## src/rtl/spi_address_sequencer.sv

```systemverilog
// Address generator for the SPI flash fetch path: loadable base, programmable
// step, bounded wrap between wrap_base and limit, and a counted burst mode.
module spi_address_sequencer #(
  parameter int ADDR_W  = 24,
  parameter int STEP    = 16,
  parameter int LEN_W   = 8,
  parameter bit WRAP_EN = 1'b1
) (
  input  logic              clk,
  input  logic              rst_n,
  input  logic              initP,
  input  logic              loadP,
  input  logic [ADDR_W-1:0] load_addr,
  input  logic              startP,
  input  logic [LEN_W-1:0]  burst_len,
  input  logic              incP,
  input  logic [ADDR_W-1:0] limit,
  input  logic [ADDR_W-1:0] wrap_base,
  output logic [ADDR_W-1:0] address,
  output logic [LEN_W-1:0]  remaining,
  output logic              busy,
  output logic              doneP,
  output logic              wrapP
);

  typedef enum logic [1:0] {
    ST_IDLE = 2'b00,
    ST_RUN  = 2'b01,
    ST_DONE = 2'b10
  } state_e;

  localparam logic [ADDR_W:0] STEP_EXT = (ADDR_W+1)'(STEP);

  state_e            state_q, state_d;
  logic [ADDR_W-1:0] address_q, address_d;
  logic [LEN_W-1:0]  remaining_q, remaining_d;
  logic              wrap_q, wrap_d;

  logic [ADDR_W:0]   sum;
  logic [ADDR_W-1:0] next_addr;
  logic              wrap_event;

  // The extra sum bit lets limit==0 behave as 2^ADDR_W and exposes the carry.
  always_comb begin
    sum = {1'b0, address_q} + STEP_EXT;
    if (WRAP_EN && (limit != '0)) begin
      wrap_event = (sum >= {1'b0, limit});
      next_addr  = wrap_event ? wrap_base : sum[ADDR_W-1:0];
    end else begin
      wrap_event = sum[ADDR_W];
      next_addr  = sum[ADDR_W-1:0];
    end
  end

  always_comb begin
    // NOTE: every signal gets a default first so no path leaves it unassigned,
    // which would otherwise infer a latch.
    address_d   = address_q;
    remaining_d = remaining_q;
    wrap_d      = 1'b0;
    state_d     = (state_q == ST_DONE) ? ST_IDLE : state_q;

    if (initP) begin
      address_d   = '0;
      remaining_d = '0;
      state_d     = ST_IDLE;
    end else if (loadP) begin
      address_d   = load_addr;
      remaining_d = '0;
      state_d     = ST_IDLE;
    end else if (startP) begin
      // A zero-length burst completes at once and leaves nothing remaining.
      remaining_d = burst_len;
      state_d     = (burst_len != '0) ? ST_RUN : ST_DONE;
    end else if (incP) begin
      address_d = next_addr;
      wrap_d    = wrap_event;
      if (state_q == ST_RUN) begin
        remaining_d = remaining_q - LEN_W'(1);
        if (remaining_q == LEN_W'(1)) state_d = ST_DONE;
      end
    end
  end

  // NOTE: sequential state uses non-blocking assignments so every flop samples
  // the pre-edge values regardless of statement order.
  always_ff @(posedge clk or negedge rst_n) begin
    if (!rst_n) begin
      state_q     <= ST_IDLE;
      address_q   <= '0;
      remaining_q <= '0;
      wrap_q      <= 1'b0;
    end else begin
      state_q     <= state_d;
      address_q   <= address_d;
      remaining_q <= remaining_d;
      wrap_q      <= wrap_d;
    end
  end

  assign address   = address_q;
  assign remaining = remaining_q;
  assign busy      = (state_q == ST_RUN);
  assign doneP     = (state_q == ST_DONE);
  assign wrapP     = wrap_q;

endmodule

```

## config.mk

```make
export PLATFORM = sky130hd
export DESIGN_NAME = spi_address_sequencer
export DESIGN_NICKNAME = d
export VERILOG_FILES = /design/src/rtl/spi_address_sequencer.sv
export SDC_FILE = /design/constraint.sdc
export NUM_CORES = 1
export LEC_CHECK = 0
export BUFFER_PORTS_ARGS = -buffer_cell sky130_fd_sc_hd__buf_2
export CAP_MARGIN = 40
export CORE_MARGIN = 2
export CORE_UTILIZATION = 50
export CTS_BUF_LIST = sky130_fd_sc_hd__clkbuf_4 sky130_fd_sc_hd__clkbuf_8 sky130_fd_sc_hd__clkbuf_16
export CTS_CLUSTER_SIZE = 28
export DETAILED_ROUTE_END_ITERATION = 16
export PLACE_DENSITY_LB_ADDON = 0.05
export SLEW_MARGIN = 15
export SYNTH_ARGS = -nofsm -noshare
export SYNTH_HDL_FRONTEND = slang
export SYNTH_SLANG_ARGS = --single-unit
```

## constraint.sdc

```tcl
create_clock -name clk -period 6.87 [get_ports clk]
set_clock_uncertainty 0.05 [all_clocks]
set_input_delay 0.3435 -clock clk [delete_from_list [all_inputs] [get_ports clk]]
set_output_delay 0.3435 -clock clk [all_outputs]
set_load 0.02 [all_outputs]
```

==> flow_summary.toml <==
[routing]
top_layer = "met4"
wl_met1_um = 4000
wl_met3_um = 519
vias = 3083
via_per_inst = 5.80
routedWlPerCell_um = 16.6
post-route-drc-count = 0
finalWirelength_um = 8850
wl_met2_um = 4250
dr.pass1.iters = 5
ant_nets = 0
drt_iter0_drc = 159

[floorplanning]
die_h_um = 80.4
ios = 121
core_um2 = 5570
rows = 27
die-area_um2 = 6470
start_util = 0.524
die_w_um = 80.4

[synthesis]
synth-simple-area-share = 0.192
yosysWarnings = 0
syn_nets = 449
synth-seq-cells = 35
synth_xor_area_frac = 0.0540
syn_inst = 336
async_reset_ff_frac = 1.00
synth_area_um2 = 2920
ys.flop_type = "dfrtp_1"
synth_compound_area_frac = 0.217
avgSynthCellArea_um2 = 8.69
yosysMostFrequentCell = "o21ai_0"
synthMuxAreaShare = 0.0686
synthTopCellsByCount = "36 x o21ai_0, 35 x dfrtp_1, 29 x inv_1"
synth_fa_ha_area_frac = 0.116
synth-edff-count = 0
yosys-top-cells-area = "dfrtp_1 30%, ha_1 12%, mux2i_1 6.9%, o21ai_0 6.2%, a22oi_1 5.4%"
yosys.area.top_type = "dfrtp_1"
synth_cell_type_count = 44
synth_top_family_by_area = "compound AO/OA/AOI/OAI gates"
netlist.area_leader.share = 0.300
yosysSeqAreaShare = 0.300

[worst_setup_path]
crit_path_end_kind = "flop"
crit_path_max_fanout = 8
arrival_ns = 3.97
crit_type = "reg2reg"
path_cells = "ha_1 -> nand2_1 -> nor4_4 -> nand4_1 -> xnor2_1 -> ha_1 -> nand4_1 -> nor4_1 -> a32oi_1 -> a31oi_1 -> o31ai_4 -> buf_4 -> o21a_1 -> a221o_1"
path_delay_family = "compound AO/OA/AOI/OAI gates"
critPathRequiredTime_ns = 7.00
cp-start-kind = "flop"
cp_slowest_cell = "dfrtp_1"
path_buf_inv = 1
cpPeakStageDelay_ns = 0.45

[clock_network]
numCtsBuffers = 5
cts-resized-gates = 0
cts_buffer_depth = 2
cts_tree = "yes"
ctsHtreeMaxLevel = 2
postCtsHoldBufs = 0
insertion_delay_ns = 0.29
cts_sinks = 35
path_clk_slew_ns = 0.08
postCtsSetupRepairBufs = 0
cts_root_buf = "clkbuf_8"

[placement]
io_buffer_count = 120
gp_congestion = 0.928
place_inst = 522
dp_hpwl_um = 7000

[job]
drv_cap = 0

[global_route]
grt_pass1_vias = 2888
grt_pass1_wl_um = 14400
grt-ovfl-total = 0
antenna_found_initial = 0
grt_max_degree = 36
grt_usage = 0.288

[status]
status = "complete, no violations"

[cells_and_area]
diodes = 0
fill_cells = 512
final_nets = 572
fin_cells = 532
area_growth_pct = 27.8
layout-drive-gt1-share = 0.311
post-route-util = 0.670

[sta]
min_period_ns = 3.85
hold_viol_final = 0
min_period_over_period = 0.560
max_clock_freq_ghz = 0.260
max_slew.worst_pin.slew_ns = 0.812
drv_slew = 0
slew_headroom = 0.457
setup_violations = 0
rsz0062_at_grt = "no"
setup_tns_ns = 0

[power_and_ir_drop]
peakVddDrop_mv = 0.0796
p_per_area_nw_per_um2 = 155
p_leak_nw = 1.99

[hold_path]
hp-class = "in2reg"
[flip-flops by register name, indices dropped and copies added (netlist names)]
register / count
address: 24
wrapP: 1
remaining: 8
state_q: 2
[cells by family (layout without fill, tap and decap cells)]
kind of cell | count (synthesis) | in the layout
compound gates | 95 | 95
xor+xnor | 18 | 18
fa+ha+maj | 27 | 27
buf+inv | 39 | 163
flops | 35 | 35
mux | 20 | 20
simple gates | 102 | 102
[metal layers]
layer,up-vias,track usage
li1,1491,-
met1,1458,0.399
met2,128,0.483
met3,6,0.0360
met4,0,0.0576
met5,-,0
[area by class of cell]
type	instances	area, um2	area share
Tap cell	72	90.1	0.0241
Inverter	29	109	0.0292
Sequential cell	35	876	0.235
Clock inverter	2	12.5	0.00335
Timing Repair Buffer	126	676	0.181
Multi-Input combinational cell	262	1890	0.507
Clock buffer	6	76.3	0.0204
[worst register-to-register path, stage by stage, from the launching register on]
cell and delay (ns):
dfrtp_1 0.45, ha_1 0.27, nand2_1 0.12, nor4_4 0.37, nand4_1 0.16, xnor2_1 0.17, ha_1 0.32, nand4_1 0.15
nor4_1 0.28, a32oi_1 0.14, a31oi_1 0.29, o31ai_4 0.16, buf_4 0.23, o21a_1 0.23, a221o_1 0.35
[power by group]
| group | leakage, nW | total (mW) | switching, mW | internal [mW] |
|---|---|---|---|---|
| logic | 1.48 | 0.180 | 0.102 | 0.0775 |
| registers | 0.467 | 0.239 | 0.0203 | 0.219 |
| clock network | 0.0446 | 0.158 | 0.0832 | 0.0750 |
| total | 1.99 | 0.577 | 0.206 | 0.371 |
[per-stage QoR]
step	worst slack (ns)	area [um2]	hold slack (ns)	total power, mW
5_1_grt	2.76	3730	0.196	0.612
2_1_floorplan	3.52	2920	-0.00209	0.345
3_5_place_dp	3.05	3610	0.449	0.419
3_3_place_gp	2.80	3580	0.434	0.414
4_1_cts	3.04	3700	0.133	0.577
6_report	3.02	3730	0.202	0.577
[path summary, 6_finish.rpt]
check	startpoint	endpoint	slack (ns)	depth (start not counted)
max	address[4]$_DFFE_PN0P_	address[1]$_DFFE_PN0P_	3.02	14
min	initP	address[17]$_DFFE_PN0P_	0.20	2
max reg2reg	address[4]$_DFFE_PN0P_	address[1]$_DFFE_PN0P_	3.02	14
min reg2reg	remaining[1]$_DFFE_PN0P_	remaining[1]$_DFFE_PN0P_	0.50	2
max in group asynchronous	rst_n	remaining[6]$_DFFE_PN0P_	5.93	3
min in group asynchronous	rst_n	wrapP$_DFF_PN0_	0.40	2
[layout by cell type (no fill, tap or decap), drive strengths merged, types with 3 or more instances in the layout]
cell    Yosys  routed
mux2i      20      20
xor2        5       5
and2        4       4
nor4       11      11
xnor2      13      13
inv        29      29
nor3        3       3
nor2b       6       6
nand4      10      10
a221o       4       4
buf         2     125
a21oi      18      18
nand3      11      11
nand2b      5       5
nand2      17      17
a22oi      21      21
and4        3       3
dfrtp      35      35
clkbuf      8       6
o21ai      38      38
nor2       23      23
ha         27      27
No activity file was read; power rests on OpenSTA's default activity.
